### config.mk
export PLATFORM = sky130hd
export DESIGN_NAME = fb_fill_writer
export DESIGN_NICKNAME = d
export VERILOG_FILES = /design/src/rtl/fb_pkg.sv /design/src/rtl/fb_word_mapper.sv /design/src/rtl/fb_fill_writer.sv
export SDC_FILE = /design/constraint.sdc
export NUM_CORES = 1
export LEC_CHECK = 0
export CAP_MARGIN = 10
export CORE_AREA = 4 4 320 322
export CTS_CLUSTER_DIAMETER = 40
export CTS_CLUSTER_SIZE = 28
export DETAILED_ROUTE_END_ITERATION = 6
export DIE_AREA = 0 0 324 326
export GPL_ROUTABILITY_DRIVEN = 0
export PLACE_DENSITY = 0.48
export REMOVE_ABC_BUFFERS = 1
export SLEW_MARGIN = 20
export SYNTH_ARGS = -nofsm -noshare
export SYNTH_HDL_FRONTEND = slang
export SYNTH_SLANG_ARGS = --single-unit
### constraint.sdc
create_clock -name wr_clk -period 10.7 [get_ports wr_clk]
set_clock_uncertainty 0.1 [all_clocks]
set_input_delay 2.14 -clock wr_clk [delete_from_list [all_inputs] [get_ports wr_clk]]
set_output_delay 2.14 -clock wr_clk [all_outputs]
set_load 0.005 [all_outputs]
### src/rtl/fb_pkg.sv
// Shared definitions for the partitioned framebuffer write side.
// Holds the memory geometry (partition count, pixels per word), the
// address-width derivation, the pixel-index address map and the fill
// writer FSM state encoding.
package fb_pkg;

  localparam int PARTITION       = 16;
  localparam int PIXELS_PER_DATA = 4;
  localparam int PART_BITS       = $clog2(PARTITION);
  localparam int LANE_BITS       = $clog2(PIXELS_PER_DATA);

  typedef enum logic [1:0] {
    ST_IDLE  = 2'd0,
    ST_SETUP = 2'd1,
    ST_SPAN  = 2'd2,
    ST_DONE  = 2'd3
  } fill_state_t;

  // Byte-address width of one partition for a given resolution.
  function automatic int fb_addr_bits(input int res_x, input int res_y);
    return $clog2(res_x * res_y / PARTITION);
  endfunction

  // Pixel index -> partition holding its word.
  function automatic int unsigned fb_partition(input int unsigned p);
    return (p / PIXELS_PER_DATA) % PARTITION;
  endfunction

  // Pixel index -> word-aligned byte address inside its partition.
  function automatic int unsigned fb_address(input int unsigned p);
    return ((p / PIXELS_PER_DATA) / PARTITION) * PIXELS_PER_DATA;
  endfunction

  // Pixel index -> byte lane inside its word.
  function automatic int unsigned fb_lane(input int unsigned p);
    return p % PIXELS_PER_DATA;
  endfunction

endpackage

### src/rtl/fb_word_mapper.sv
// Combinational word mapper shared by framebuffer writers.
// Ports:
//   pix      in  linear pixel index of the first pixel written this word
//   end_lane in  last lane (inclusive) to enable in this word
//   part     out partition owning the word
//   addr     out word-aligned byte address inside that partition
//   mask     out lane enables, lanes lane(pix)..end_lane set
module fb_word_mapper
  import fb_pkg::*;
#(
  parameter int PIX_BITS  = 17,
  parameter int ADDR_BITS = 13
) (
  input  logic [PIX_BITS-1:0]        pix,
  input  logic [LANE_BITS-1:0]       end_lane,
  output logic [PART_BITS-1:0]       part,
  output logic [ADDR_BITS-1:0]       addr,
  output logic [PIXELS_PER_DATA-1:0] mask
);

  logic [LANE_BITS-1:0] lane;

  always_comb begin
    part = PART_BITS'(fb_partition(32'(pix)));
    addr = ADDR_BITS'(fb_address(32'(pix)));
    lane = LANE_BITS'(fb_lane(32'(pix)));
    mask = '0;
    for (int i = 0; i < PIXELS_PER_DATA; i++) begin
      mask[i] = (LANE_BITS'(i) >= lane) && (LANE_BITS'(i) <= end_lane);
    end
  end

endmodule

### src/rtl/fb_fill_writer.sv
// Rectangle-fill producer for the partitioned framebuffer.
// Accepts one solid-colour fill command (inclusive corners) over
// valid/ready, walks it row by row and emits one aligned 4-pixel word
// per cycle on the per-partition write port.
// Ports:
//   wr_clk, wr_reset_n           clock, synchronous active-low reset
//   cmd_valid/cmd_ready          command handshake
//   cmd_x0/x1, cmd_y0/y1         inclusive rectangle bounds
//   cmd_color                    fill colour
//   wr_pxl_addr/wr_pxl_data      per-partition address and lane data
//   wr_en                        per-partition lane enables
//   busy, done, cmd_error        status; done/cmd_error are 1-cycle pulses
module fb_fill_writer
  import fb_pkg::*;
#(
  parameter int RESOLUTION_X = 400,
  parameter int RESOLUTION_Y = 300,
  parameter int PIXEL_BITS   = 8,
  localparam int X_BITS      = $clog2(RESOLUTION_X),
  localparam int Y_BITS      = $clog2(RESOLUTION_Y),
  localparam int ADDR_BITS   = fb_addr_bits(RESOLUTION_X, RESOLUTION_Y)
) (
  input  logic                     wr_clk,
  input  logic                     wr_reset_n,
  input  logic                     cmd_valid,
  output logic                     cmd_ready,
  input  logic [X_BITS-1:0]        cmd_x0,
  input  logic [X_BITS-1:0]        cmd_x1,
  input  logic [Y_BITS-1:0]        cmd_y0,
  input  logic [Y_BITS-1:0]        cmd_y1,
  input  logic [PIXEL_BITS-1:0]    cmd_color,
  output logic [PARTITION-1:0][ADDR_BITS-1:0]                       wr_pxl_addr,
  output logic [PARTITION-1:0][PIXELS_PER_DATA-1:0][PIXEL_BITS-1:0] wr_pxl_data,
  output logic [PARTITION-1:0][PIXELS_PER_DATA-1:0]                 wr_en,
  output logic                     busy,
  output logic                     done,
  output logic                     cmd_error
);

  localparam int PIX_BITS = $clog2(RESOLUTION_X * RESOLUTION_Y);
  localparam logic [X_BITS-1:0]   X_MAX    = X_BITS'(RESOLUTION_X - 1);
  localparam logic [Y_BITS-1:0]   Y_MAX    = Y_BITS'(RESOLUTION_Y - 1);
  localparam logic [X_BITS:0]     X_LIM    = (X_BITS+1)'(RESOLUTION_X);
  localparam logic [Y_BITS:0]     Y_LIM    = (Y_BITS+1)'(RESOLUTION_Y);
  localparam logic [PIX_BITS-1:0] ROW_STEP = PIX_BITS'(RESOLUTION_X);

  fill_state_t state, state_nxt;

  // Captured command and walk position (data path, not reset)
  logic [X_BITS-1:0]   x0_r, x1_r, x_r;
  logic [Y_BITS-1:0]   y0_r, y1_r, y_r;
  logic [PIX_BITS-1:0] base_r;
  logic                err_r;

  logic                 accept, bad, vld_p0, row_last, last_word;
  logic                 done_nxt, err_nxt, busy_nxt, ready_nxt;
  logic [X_BITS-1:0]    cur_x, x_adv;
  logic [Y_BITS-1:0]    cur_y;
  logic [PIX_BITS-1:0]  cur_base, pix;
  logic [LANE_BITS-1:0] lane, end_lane;
  logic [X_BITS:0]      reach;
  logic [2:0]           cnt;
  logic [PART_BITS-1:0] part;
  logic [ADDR_BITS-1:0] addr;
  logic [PIXELS_PER_DATA-1:0] mask;

  // Stage p0: current word. SETUP walks the first word straight from the
  // captured corner (the only multiply), SPAN from the running row base.
  always_comb begin
    accept   = cmd_valid && cmd_ready;
    bad      = (x0_r > x1_r) || (y0_r > y1_r) ||
               ({1'b0, x0_r} >= X_LIM) || ({1'b0, y0_r} >= Y_LIM);
    cur_x    = (state == ST_SETUP) ? x0_r : x_r;
    cur_y    = (state == ST_SETUP) ? y0_r : y_r;
    cur_base = (state == ST_SETUP) ? PIX_BITS'(y0_r) * ROW_STEP : base_r;
    pix      = cur_base + PIX_BITS'(cur_x);
    lane     = LANE_BITS'(fb_lane(32'(pix)));
    // lane + pixels left in the row; <=3 means the row ends in this word
    reach    = {1'b0, x1_r} - {1'b0, cur_x} + (X_BITS+1)'(lane);
    row_last = (reach <= (X_BITS+1)'(PIXELS_PER_DATA - 1));
    end_lane = row_last ? reach[LANE_BITS-1:0] : LANE_BITS'(PIXELS_PER_DATA - 1);
    cnt      = {1'b0, end_lane} - {1'b0, lane} + 3'd1;
    x_adv    = cur_x + X_BITS'(cnt);
    last_word = row_last && (cur_y == y1_r);
  end

  fb_word_mapper #(
    .PIX_BITS  (PIX_BITS),
    .ADDR_BITS (ADDR_BITS)
  ) u_map (
    .pix      (pix),
    .end_lane (end_lane),
    .part     (part),
    .addr     (addr),
    .mask     (mask)
  );

  always_comb begin
    state_nxt = state;
    vld_p0    = 1'b0;
    done_nxt  = 1'b0;
    err_nxt   = err_r;
    case (state)
      ST_IDLE:  if (accept) state_nxt = ST_SETUP;
      ST_SETUP: begin
        err_nxt = bad;
        if (bad) begin
          // Rejected rectangle reports immediately; DONE is only a dwell.
          state_nxt = ST_DONE;
          done_nxt  = 1'b1;
        end else begin
          vld_p0    = 1'b1;
          state_nxt = last_word ? ST_DONE : ST_SPAN;
        end
      end
      ST_SPAN: begin
        vld_p0 = 1'b1;
        if (last_word) state_nxt = ST_DONE;
      end
      ST_DONE: begin
        state_nxt = ST_IDLE;
        done_nxt  = !err_r;
      end
      default: state_nxt = ST_IDLE;
    endcase
    busy_nxt  = (state_nxt == ST_SETUP) || (state_nxt == ST_SPAN) ||
                ((state_nxt == ST_DONE) && !err_nxt);
    ready_nxt = (state_nxt == ST_IDLE) && !done_nxt;
  end

  always_ff @(posedge wr_clk) begin
    if (accept) begin
      x0_r <= cmd_x0;
      x1_r <= (cmd_x1 > X_MAX) ? X_MAX : cmd_x1;
      y0_r <= cmd_y0;
      y1_r <= (cmd_y1 > Y_MAX) ? Y_MAX : cmd_y1;
    end
    if (vld_p0) begin
      if (row_last) begin
        x_r    <= x0_r;
        y_r    <= cur_y + Y_BITS'(1);
        base_r <= cur_base + ROW_STEP;
      end else begin
        x_r    <= x_adv;
        y_r    <= cur_y;
        base_r <= cur_base;
      end
    end
  end

  // Stage p1: registered control and write port
  always_ff @(posedge wr_clk) begin
    if (!wr_reset_n) begin
      state       <= ST_IDLE;
      err_r       <= 1'b0;
      cmd_ready   <= 1'b0;
      busy        <= 1'b0;
      done        <= 1'b0;
      cmd_error   <= 1'b0;
      wr_en       <= '0;
      wr_pxl_addr <= '0;
      wr_pxl_data <= '0;
    end else begin
      state     <= state_nxt;
      err_r     <= err_nxt;
      cmd_ready <= ready_nxt;
      busy      <= busy_nxt;
      done      <= done_nxt;
      cmd_error <= (state == ST_SETUP) && bad;
      wr_en       <= '0;
      wr_pxl_addr <= '0;
      if (vld_p0) begin
        wr_en[part]       <= mask;
        wr_pxl_addr[part] <= addr;
      end
      if (accept) wr_pxl_data <= {(PARTITION*PIXELS_PER_DATA){cmd_color}};
    end
  end

endmodule

### Yosys cells after proc, flatten, opt, wreduce, memory -nomap -nowiden

Cells that the tools add are included.

* bits in registers: 358
* bits of input ports: 47

* add/sub/neg operators: 8
* multiply operators: 1
* $lt $le $gt $ge: 17
* equality and inequality tests: 7
* mux-type cells: 21
* bitwise operators: 2
* reductions and logical operators: 21

Operator list (count)
* $and 208x208->208: 1
* $and 64x64->64: 1
* $demux 13 s4: 1
* $mux 9: 4
* $mux 17: 2
* $ge 9x9->1 const B: 2
* $gt 9x9->1: 2
* $gt 9x9->1 const B: 2
* $add 17x9->17: 1
* $add 17x9->17 const B: 1
* $demux 4 s4: 1
* $mul 9x5->13 const B: 1
* $mux 13: 1
* $add 10x2->10: 1
* $le 10x2->1 const B: 1
* $logic_and 1x1->1: 10
* $sub 9x9->10: 1
* $add 9x1->9 const B: 1
* $add 9x3->9: 1
* $eq 9x9->1: 1
* $eq 2x2->1 const B: 4
* $pmux 2 s4: 1
* $mux 2: 3
* $logic_or 1x1->1: 5
* other kinds (15): 28

### Longest topological paths before layout

Gate-level depths: netlist (run 1).

* word-level depth: 12
* mapped depth: 34
* gate-level depth less buffers: 27

### Cells and area by module

From an unflattened synthesis (run 1), not the netlist that was laid out.

* cell total of the unflattened synthesis: 1872
* area total of the unflattened synthesis: 17718.2 um^2

Modules (own cells, without submodules)
* fb_fill_writer: times used 1, cells each 1850, area an instance 17559.3 um^2, seq. area each 7877.6 um^2
* fb_word_mapper: times used 1, cells each 22, area an instance 158.9 um^2, seq. area each 0.0 um^2

### Worst setup path before layout (run 1)

Ideal clock, no wire load.

* kind: reg-to-reg
* start point: register state[1]
* end point: register x_r[8] (data pin)
* library setup time: 270 ps
* arrival time: 7491 ps
* data required time: 10330 ps
* path slack: 2839 ps
* stages on the path, launching flop included: 35
* path buffers: 7
* period minus slack after synthesis: 7861 ps
* cells stage by stage: dfxtp_1 > inv_1 > ha_1 > buf_1 > buf_2 > buf_2 > clkbuf_8 > clkbuf_1 > mux2_2 > ha_1 > inv_1 > fa_1 > inv_1 > fa_1 > ha_1 > and3b_1 > or2_0 > a2111oi_0 > nand4_1 > nor4b_1 > nand2_1 > clkbuf_1 > clkbuf_1 > nor2_1 > ha_1 > inv_1 > ha_1 > inv_1 > fa_1 > nor2b_1 > o21ai_0 > or3_1 > nor3_1 > xnor2_1 > a21oi_1

* word-level cells in the longest chain between the ends: 10
* elaborated cells between the ends (all ways): 12

Ends and longest elaborated chain
* start: declaration: RTL line fb_fill_writer.sv:47 `fill_state_t state, state_nxt;`
* start signal: assignment: RTL line fb_fill_writer.sv:164 `state <= state_nxt;`
* $eq 2x1->1 *: RTL line fb_fill_writer.sv:73, fb_fill_writer.sv:75
* $mux 17 / $mux 9 (equally long branches): RTL line fb_fill_writer.sv:75, fb_fill_writer.sv:73
* $add 17x9->17 / $sub 9x9->10 (equally long branches): RTL line fb_fill_writer.sv:76, fb_fill_writer.sv:79
* $add 10x2->10: RTL line fb_fill_writer.sv:79 `reach = {1'b0, x1_r} - {1'b0, cur_x} + (X_BITS+1)'(lane);`
* $le 10x2->1: RTL line fb_fill_writer.sv:80 `row_last = (reach <= (X_BITS+1)'(PIXELS_PER_DATA - 1));`
* $mux 2: RTL line fb_fill_writer.sv:81 `end_lane = row_last ? reach[LANE_BITS-1:0] : LANE_BITS'(PIXELS_PER_DATA - 1);`
* $sub 2x2->3: RTL line fb_fill_writer.sv:82 `cnt = {1'b0, end_lane} - {1'b0, lane} + 3'd1;`
* $add 3x1->3: RTL line fb_fill_writer.sv:82
* $add 9x3->9: RTL line fb_fill_writer.sv:83 `x_adv = cur_x + X_BITS'(cnt);`
* $mux 9 *: RTL line fb_fill_writer.sv:139 `if (row_last) begin`
* end signal: assignment: RTL line fb_fill_writer.sv:140 `x_r <= x0_r;`
* end signal: assignment: RTL line fb_fill_writer.sv:144 `x_r <= x_adv;`
* end: declaration: RTL line fb_fill_writer.sv:50 `logic [X_BITS-1:0] x0_r, x1_r, x_r;`

Every way passes the cells marked *; elsewhere a longest branch is shown, timed or not.
A chain may end at the register's enable or synchronous reset.

### Worst setup path in the final report (run 1)

Ends and elaborated chain as after synthesis.

==> impl_results.md, run 1 <==
* Largest net degree at the start of global routing at 66
* GRT overflow at 0
* Worst rel slew slack at 0.260
* Sequential share of power at 0.258
* Yosys warning count at 0
* Top_reg_cell synth: dfxtp_1
* Rows at approximately 120
* Sequential area share after synthesis at 0.433
* Initial DRC Count at between 400 and 500
* Routed WL at between 60000 and 70000 um
* Vias per cell at between 3 and 4
* EDFF count, synth at 71
* RSZ-0062 raised after global routing: false
* Cells after Synth at 1753
* Post-synth ARST share at 0
* Clk_lat worst skew at 0.63 ns
* Syn avg cell area at approximately 9.5 um^2
* Internal power at ~0.0034 W
* Port bufs at between 800 and 900
* Post-synth cell types at 77
* CP Max Fanout at between 40 and 50
* Top-area cell type share of the netlist area at 0.305
* Clock buffer count from CTS at 58
* CP arrival at approximately 8 ns
* Clock sink total at around 330
* H-tree depth at 2
* P_sw at just over 0.002 W
* Pwr per Cell Area at about 220 mW/mm^2
* Drc violations at 0
* Most instantiated cells after synthesis: 536 x buf_4, 273 x nor2_1, 255 x dfxtp_1
* Clk slew on worst S/H paths at 0.05 ns
* Clock power frac at 0.349
* Synth Area in Compound Gates at 0.0491
* Design Power at about 0.0054 W
* Adder-cell share of the synthesized area at 0.0779
* Post-route ant nets at 0
* Xor-xnor portion of the synthesized cell area at 0.0334
* Hold Buf Count CTS at 0
* DP Cell Count at roughly 3.3k
* Fin cells at 3431
* Initial Util at 0.168
* Setup Viol. Count Final at 0
* Slew Limit Fails at 0
* Static Leak at between 9 and 10 nW
* # IOs at between 800 and 900
* Mux cell area share after synthesis at 0.0160
* F_max at between 100 and 150 MHz
* Full die area at around 0.11 mm^2
* Layout area overhead at 47.0%
* Top cells by area, synth: dfxtp_1 31%, buf_4 24%, edfxtp_1 13%, ha_1 7.0%, nor2_1 6.1%
* Status: completed
* Core Area at ~0.1 mm^2
* Vias at around 12k
* CTS root buf: clkbuf_16
* Combinational power share at 0.393
* Post-CTS Resized at 0
* Flops & latches, synth at about 330
* Max_cap viols at 0
* Element type at the critical path start: flop
* Cell taking the most area after synthesis: dfxtp_1
* Die width at 324 um
* TritonCTS clock tree: done
* Post-DR wirelength/cell at roughly 18 um
* Setup TNS Final at 0 ns
* GR Util All Layers at 0.112
* Top-count cell post-synth: buf_4
* Max incr delay on CP at approximately 0.62 ns
* Post-synthesis cell area at roughly 0.017 mm^2
* Die Y at between 300 and 400 um
* First-pass DRT Iterations at 4
* Largest family of logic cells by synthesized area: buffers and inverters
* # Post-CTS Setup Buffers at 0
* Vias in the first global route at around 12k
* Slew @ Worst Pin at around 1.1 ns
* Final #Nets at roughly 2.2k
* Initial antenna violation count at 6
* First-pass GRT wire length at 86700 um
* Worst setup EP type: flop
* WHS at 0.503 ns
* Sw Share at 0.369
* Final hold vios at 0
* Crit-path slowest cell: fa_1
* WP data required at 10.96 ns
* Post-Synth Simple-Gate Area at 0.120
* Minimum clock period at 7.73 ns
* Final HPWL DP at between 40000 and 50000 um
* Critical path class: reg -> reg
* CTS Buffer Depth at 3
* Peak supply drop at approximately 0.14 mV
* Share of cells above drive strength 1 at 0.0850
* Worst Hold Class: reg -> reg
* Final period utilization at 0.722
-- layout make-up --
| cell class | count | area, um^2 |
|---|---|---|
| Antenna cell | 3 | 7.51 |
| Clock buffer | 78 | 1670 |
| Clock inverter | 29 | 372 |
| Fill cell | 10631 | 75000 |
| Inverter | 77 | 290 |
| Multi-Input combinational cell | 797 | 5190 |
| Sequential cell | 326 | 7250 |
| Tap cell | 1298 | 1620 |
| Timing Repair Buffer | 823 | 8190 |
-- kinds of logic (layout without fill, tap and decap cells) --
family / Yosys count / in the layout
xor+xnor: 62 / 62
other cells: 1 / 35
buf+inv: 661 / 1007
compound gates: 121 / 121
flops: 326 / 326
simple gates: 456 / 456
fa+ha+maj: 100 / 100
mux: 26 / 26
-- worst max-delay path, delay by kind of cell (launching register included) --
kind            cells  cell delay (ns)
simple gates        9             2.48
mux                 1             0.30
flops               1             0.32
buf+inv             5             0.85
fa+ha+maj           8             2.65
compound gates      3             0.59
xor+xnor            1             0.15
-- stage by stage --
step	util	setup slack (ns)	area [um^2]
4_1_cts	0.247	2.90	24600
2_1_floorplan	-	2.95	12600
3_3_place_gp	0.226	3.11	22500
3_5_place_dp	0.226	2.96	22500
6_report	0.247	2.97	24600
5_1_grt	0.247	2.35	24600
-- registers in the layout, indices dropped and copies added (netlist names) --
signal,count
wr_pxl_addr,176
wr_en,64
base_r,17
x0_r,9
x1_r,9
x_r,9
y0_r,9
y1_r,9
y_r,9
wr_pxl_data,8
state,2
busy,1
cmd_error,1
cmd_ready,1
done,1
err_r,1
-- per-layer routing --
| layer | track usage | vias up | part of all wire |
|---|---|---|---|
| li1 | - | 5758 | - |
| met1 | 0.135 | 5530 | 0.42 |
| met2 | 0.196 | 426 | 0.50 |
| met3 | 0.0289 | 83 | 0.061 |
| met4 | 0.0338 | 4 | 0.023 |
| met5 | 0 | - | 0.00050 |
-- path summary, 6_finish.rpt --
| path | startpoint | endpoint | slack, ns | cells past startpoint |
|---|---|---|---|---|
| max | state[1]$_SDFF_PN0_ | x_r[8]$_DFFE_PP_ | 2.97 | 27 |
| min | err_r$_SDFF_PN0_ | cmd_ready$_SDFF_PN0_ | 0.50 | 2 |
| max reg2reg | state[1]$_SDFF_PN0_ | x_r[8]$_DFFE_PP_ | 2.97 | 27 |
| min reg2reg | err_r$_SDFF_PN0_ | cmd_ready$_SDFF_PN0_ | 0.50 | 2 |
-- cell usage in the layout (no fill, tap or decap), drive strengths merged, types with 10 or more instances in the layout --
master,instances
clkdlybuf4s50,802
nor2,283
dfxtp,255
ha,93
inv,86
clkbuf,78
edfxtp,71
nand2,70
xnor2,48
a21oi,36
conb,32
o21ai,23
buf,21
mux2i,20
nand2b,16
xor2,14
nor2b,13
nand4,11
nor3,11
clkinv,11
a21boi,10
and2,10
-- power by group through the flow --
stage	clock network (W)	logic (W)	registers (W)
floorplan	0	0.00109	0.00147
global placement	0	0.00219	0.00143
detailed placement	0	0.00219	0.00143
CTS	0.00196	0.00220	0.00141
global route	0.00202	0.00238	0.00141
finish	0.00190	0.00214	0.00140
(Power assumes the default switching activity.)
==> run 2: changes to the inputs <==
==> constraint.sdc (replaced) <==
create_clock -name wr_clk -period 7.2 [get_ports wr_clk]
set_clock_uncertainty 0.1 [all_clocks]
set_input_delay 1.44 -clock wr_clk [delete_from_list [all_inputs] [get_ports wr_clk]]
set_output_delay 1.44 -clock wr_clk [all_outputs]
set_load 0.005 [all_outputs]
==> run 2 against run 1 <==
Count of clock-buffer cells in the layout decreased by 13; utilization grew 0.11 points; cell count rose by 0.20%; global-route usage is essentially flat.
==> impl_results.md, run 2 (synthesis gave the netlist of run 1 again) <==
* Slew @ Worst Pin at 1.05 ns (was 1.11 ns)
* Largest Register: wr_pxl_addr (unchanged)
* First-pass GRT wire length at 87000 um (was 86700 um)
* Layout area overhead at 47.7% (was 47.0%)
* # IOs at 835 (unchanged)
* Worst reg2reg setup slack at 0.47 ns (was 2.97 ns)
* Final HPWL DP at 46600 um (was 46700 um)
* CTS root buf: clkbuf_16 (unchanged)
* Setup Viol. Count Final at 0 (unchanged)
* Clock sink total at 326 (unchanged)
* Fin cells at 3438 (was 3431)
* WP data required at 7.47 ns (was 10.96 ns)
* Pwr per Cell Area at 331 mW/mm^2 (was 221 mW/mm^2)
* Status: completed (unchanged)
* Post-layout util at 0.248 (was 0.247)
* Core Area at 0.0996 mm^2 (unchanged)
* Worst setup EP type: flop (unchanged)
* Static Leak at 9.29 nW (was 9.23 nW)
* Rows at 116 (unchanged)
* Max_cap viols at 0 (unchanged)
* CP arrival at 7.00 ns (was 7.98 ns)
* Reg-to-reg startpoint: state[1]$_SDFF_PN0_ (unchanged)
* Element type at the critical path start: flop (unchanged)
* Largest net degree at the start of global routing at 66 (unchanged)
* Layout fillers at 10.6k (about the same)
* F_max at 149 MHz (was 129 MHz)
* Final hold vios at 0 (unchanged)
* Full die area at 0.106 mm^2 (unchanged)
* Max incr delay on CP at 0.61 ns (was 0.62 ns)
* Post-route ant nets at 0 (unchanged)
* CTS Buffer Depth at 3 (unchanged)
* Crit path from: state[1]$_SDFF_PN0_ (unchanged)
* Vias in the first global route at 12.3k (was 12.1k)
* CP Max Fanout at 11 (was 49)
* RSZ-0062 raised after global routing: false (unchanged)
* Share of cells above drive strength 1 at 0.0902 (was 0.0850)
* Max reg flops at 176 (unchanged)
* Vias at 11.8k (about the same)
* Die width at 324 um (unchanged)
* TritonCTS clock tree: done (unchanged)
* Commonest non-fill, non-tap cell in the layout: clkdlybuf4s50_1 (unchanged)
* Final period utilization at 0.935 (was 0.722)
* Clk slew on worst S/H paths at 0.05 ns (about the same)
* Crit path to: x_r[8]$_DFFE_PP_ (unchanged)
* Vias per cell at 3.44 (about the same)
* Worst rel slew slack at 0.301 (was 0.260)
* Design Power at 0.00816 W (was 0.00544 W)
* RR Endpoint: x_r[8]$_DFFE_PP_ (unchanged)
* Biggest regs: wr_pxl_addr (176), wr_en (64), base_r (17) (unchanged)
* H-tree depth at 2 (unchanged)
* Clock buffer count from CTS at 59 (was 58)
* Crit-path slowest cell: fa_1 (unchanged)
* Initial Util at 0.168 (unchanged)
* Post-DR wirelength/cell at 18.0 um (was 18.1 um)
* Drc violations at 0 (unchanged)
* Worst Hold Class: reg -> reg (unchanged)
* Minimum clock period at 6.73 ns (was 7.73 ns)
* Port bufs at 802 (unchanged)
* R2r worst-path depth at 26 (was 27)
* Most frequent cells in the layout: 802 x clkdlybuf4s50_1, 272 x nor2_1, 247 x dfxtp_1 (unchanged)
* GRT overflow at 0 (unchanged)
* GR Util All Layers at 0.112 (about the same)
* Initial DRC Count at 560 (was 485)
* Initial antenna violation count at 3 (was 6)
* Critical path class: reg -> reg (unchanged)
* Peak supply drop at 0.209 mV (was 0.139 mV)
* Clk_lat worst skew at 0.63 ns (about the same)
* Final #Nets at 2235 (was 2230)
* Die Y at 326 um (unchanged)
* DP Cell Count at 3325 (was 3321)
* Routed WL at 61900 um (was 62200 um)
* Slew Limit Fails at 0 (unchanged)
* First-pass DRT Iterations at 5 (was 4)
==> run 2: changes by cell type in the layout (fill, tap and decap cells not counted), sizes merged <==
cell / before / now
clkinvlp: 5 / 4
buf: 21 / 25
clkbuf: 78 / 65
clkinv: 11 / 24
inv: 86 / 92
diode: 3 / 1
==> run 2: critical path: cells and delay by family, from the launching register on <==
family / cells / cell delay, ns
adders and majority gates: 8 / 2.68
xor gates and xnor gates: 1 / 0.15
buffers and inverters: 4 / 0.35
DFF: 1 / 0.36
and+or+nand+nor: 9 / 1.92
muxes: 1 / 0.25
AOI/OAI and AO/OA: 3 / 0.66
==> run 2: metal layers <==
metal | wire length [um] | GRT usage | up-vias
met5 | 0 | 0 | -
met4 | 1450 | 0.0325 | 0
met3 | 3180 | 0.0232 | 79
met2 | 31300 | 0.200 | 415
met1 | 25900 | 0.135 | 5561
li1 | - | - | 5768
==> run 2: area by class of cell <==
class,count,area (um^2),area share
Tap cell,1298,1620,0.0657
Multi-Input combinational cell,797,5190,0.210
Timing Repair Buffer,827,8220,0.333
Sequential cell,326,7250,0.294
Inverter,77,292,0.0118
Clock buffer,65,1520,0.0615
Clock inverter,47,609,0.0247
Antenna cell,1,2.50,0.000101
==> run 2: per-stage QoR <==
| step | setup WS [ns] | setup TNS, ns | hold WS [ns] | cell area, um^2 |
|---|---|---|---|---|
| floorplan | -0.546 | -1.64 | 0.398 | 12600 |
| global placement | 0.398 | 0 | 0.492 | 22500 |
| detailed placement | 0.316 | 0 | 0.500 | 22600 |
| CTS | 0.264 | 0 | 0.511 | 24700 |
| global route | 0.0343 | 0 | 0.533 | 24700 |
| finish | 0.468 | 0 | 0.487 | 24700 |
==> run 2: what timing repair did <==
item,4_1_cts,5_1_grt
resized for setup,0,2
endpoints found under the setup margin,0,1
buffers inserted,0,0
hold buffers,0,0
==> run 2: worst min path at each step <==
stage	from	endpoint	cells after the start
after detailed placement	err_r$_SDFF_PN0_	cmd_ready$_SDFF_PN0_	2
after CTS	err_r$_SDFF_PN0_	cmd_ready$_SDFF_PN0_	2
after global placement	err_r$_SDFF_PN0_	cmd_ready$_SDFF_PN0_	2
final	err_r$_SDFF_PN0_	cmd_ready$_SDFF_PN0_	2
after global routing	err_r$_SDFF_PN0_	cmd_ready$_SDFF_PN0_	2
after floorplan	err_r$_SDFF_PN0_	cmd_ready$_SDFF_PN0_	2
==> run 2: power breakdown <==
group	leakage (nW)	internal [W]	switching [W]
clock	1.02	0.00174	0.00115
combinational	5.56	0.00131	0.00187
sequential	2.70	0.00201	0.0000743
==> run 3: changes to the inputs <==
--- a/config.mk
+++ b/config.mk
@@ -6,14 +6,13 @@
 export NUM_CORES = 1
 export LEC_CHECK = 0
 export CAP_MARGIN = 10
-export CORE_AREA = 4 4 320 322
+export CORE_AREA = 4 4 324 326
 export CTS_CLUSTER_DIAMETER = 40
 export CTS_CLUSTER_SIZE = 28
 export DETAILED_ROUTE_END_ITERATION = 6
-export DIE_AREA = 0 0 324 326
+export DIE_AREA = 0 0 328 330
 export GPL_ROUTABILITY_DRIVEN = 0
 export PLACE_DENSITY = 0.48
-export REMOVE_ABC_BUFFERS = 1
 export SLEW_MARGIN = 20
 export SYNTH_ARGS = -nofsm -noshare
 export SYNTH_HDL_FRONTEND = slang
==> run 3 against run 2 <==
First-iteration DRC count fell by 15%; clock power shrank 6%; die area increased by 2.5%; count of clock-buffer cells in the layout fell by 2; setup slack gained 0.079 ns; largest cell class unchanged; global-route usage fell by 1.2 points; critical endpoint unchanged; sequential cell count is the same; utilization decreased by 0.58 points; non-clock buffer count fell by 5; cell area down 0.19%; highest routed layer is now met5; worst hold slack got worse by 0.0076 ns.
==> impl_results.md, run 3 (synthesis gave the netlist of run 1 again) <==
* Design Power at 0.00803 W (was 0.00816 W)
* Post-CTS Resized at 0 (unchanged)
* Biggest regs: wr_pxl_addr (176), wr_en (64), base_r (17) (unchanged)
* Setup Viol. Count Final at 0 (unchanged)
* Peak supply drop at 0.206 mV (was 0.209 mV)
* Clock buffer count from CTS at 58 (was 59)
* Critical path class: reg -> reg (unchanged)
* Minimum clock period at 6.65 ns (was 6.73 ns)
* CP Max Fanout at 8 (was 11)
* Vias in the first global route at 11.3k (was 12.3k)
* CTS Buffer Depth at 3 (unchanged)
* CP arrival at 6.93 ns (was 7.00 ns)
* TritonCTS clock tree: done (unchanged)
* # IOs at 835 (unchanged)
* Vias at 11.8k (about the same)
* Max reg flops at 176 (unchanged)
* Initial DRC Count at 476 (was 560)
* Clk slew on worst S/H paths at 0.05 ns (about the same)
* Most frequent cells in the layout: 802 x clkdlybuf4s50_1, 272 x nor2_1, 247 x dfxtp_1 (unchanged)
* Max incr delay on CP at 0.60 ns (was 0.61 ns)
* WP data required at 7.47 ns (about the same)
* Pwr per Cell Area at 326 mW/mm^2 (was 331 mW/mm^2)
* Hold Buf Count CTS at 0 (unchanged)
* Layout area overhead at 47.4% (was 47.7%)
* Worst Path Buf+Inv at 4 (unchanged)
* Share of cells above drive strength 1 at 0.0896 (was 0.0902)
* Core Area at 0.102 mm^2 (was 0.0996 mm^2)
* Static Leak at 9.20 nW (was 9.29 nW)
* Port bufs at 802 (unchanged)
* Final WS setup at 0.546 ns (was 0.468 ns)
* Worst Hold Class: reg -> reg (unchanged)
* Largest Register: wr_pxl_addr (unchanged)
* Cell mode on critical path: inv_1
* Pre-CTS setup slack at 0.612 ns (was 0.316 ns)
* Final HPWL DP at 45500 um (was 46600 um)
* Element type at the critical path start: flop (unchanged)
* GRT overflow at 0 (unchanged)
* Full die area at 0.108 mm^2 (was 0.106 mm^2)
* Largest net degree at the start of global routing at 66 (unchanged)
* RSZ-0062 raised after global routing: false (unchanged)
* Post-route ant nets at 0 (unchanged)
* Worst setup EP type: flop (unchanged)
* CTS root buf: clkbuf_16 (unchanged)
* Slew @ Worst Pin at 1.10 ns (was 1.05 ns)
* Initial Util at 0.164 (was 0.168)
* Die Y at 330 um (was 326 um)
* Post-DR wirelength/cell at 16.8 um (was 18.0 um)
* Largest delay share family, worst path: adder cells (unchanged)
* Slew Limit Fails at 0 (unchanged)
* # Post-CTS Setup Buffers at 0 (unchanged)
* GR Util All Layers at 0.0999 (was 0.112)
* First-pass DRT Iterations at 4 (was 5)
* Worst rel slew slack at 0.258 (was 0.301)
* Initial antenna violation count at 5 (was 3)
* Clock sink total at 326 (unchanged)
* Final #Nets at 2229 (was 2235)
* H-tree depth at 2 (unchanged)
* Layout fillers at 10.9k (was 10.6k)
* Crit-path slowest cell: fa_1 (unchanged)
* Commonest non-fill, non-tap cell in the layout: clkdlybuf4s50_1 (unchanged)
* Routed WL at 58900 um (was 61900 um)
* F_max at 150 MHz (was 149 MHz)
* First-pass GRT wire length at 80100 um (was 87000 um)
* Vias per cell at 3.37 (was 3.44)
* Drc violations at 0 (unchanged)
* Die width at 328 um (was 324 um)
* Setup TNS Final at 0 ns (unchanged)
* Clk_lat worst skew at 0.64 ns (was 0.63 ns)
* Max_cap viols at 0 (unchanged)
* Rows at 117 (was 116)
* Final hold vios at 0 (unchanged)
* Final period utilization at 0.924 (was 0.935)
* Status: completed (unchanged)
==> run 3: final timing paths <==
| path | startpoint | end | slack [ns] | depth (start not counted) |
|---|---|---|---|---|
| max reg2reg | state[1]$_SDFF_PN0_ | x_r[8]$_DFFE_PP_ | 0.55 | 26 |
| max | state[1]$_SDFF_PN0_ | x_r[8]$_DFFE_PP_ | 0.55 | 26 |
| min reg2reg | wr_pxl_data[508]$_SDFFE_PN0P_ | wr_pxl_data[508]$_SDFFE_PN0P_ | 0.48 | 2 |
| min | wr_pxl_data[508]$_SDFFE_PN0P_ | wr_pxl_data[508]$_SDFFE_PN0P_ | 0.48 | 2 |
==> run 3: worst min-delay path: cells and delay by family, from the launching register on <==
kind	cells	cell delay, ns
AOI/OAI and AO/OA	1	0.07
and+or+nand+nor	1	0.08
DFF	1	0.39
==> run 3: final cells by class <==
cell class	count	area [um^2]	area share
sequential	326	7260	0.295
clock inverter	47	480	0.0195
inverter	77	289	0.0117
clock buffer	63	1510	0.0613
multi-input combinational	797	5220	0.212
tap	1368	1710	0.0694
antenna	1	2.50	0.000101
timing repair buffer	822	8180	0.332
==> run 3: stage by stage <==
stage	hold WS, ns	instances	cell area, um^2	utilization
floorplan	0.398	1784	16900	-
global placement	0.482	3389	22600	0.222
detailed placement	0.485	3389	22600	0.222
CTS	0.492	3499	24600	0.242
global route	0.526	3500	24700	0.242
finish	0.480	3501	24700	0.242
==> run 3: layer usage <==
metal | GRT usage | part of all wire | up-vias
li1 | - | - | 5743
met1 | 0.109 | 0.38 | 5532
met2 | 0.187 | 0.53 | 438
met3 | 0.0258 | 0.070 | 81
met4 | 0.0360 | 0.027 | 2
met5 | 0 | 0.00024 | -
==> run 3: where the power goes <==
group          leakage, nW  switching, W  total [W]  internal, W
clock network        0.955       0.00111    0.00272      0.00161
logic                 5.54       0.00185    0.00319      0.00134
registers             2.71      0.000104    0.00212      0.00201
total                 9.20       0.00307    0.00803      0.00496
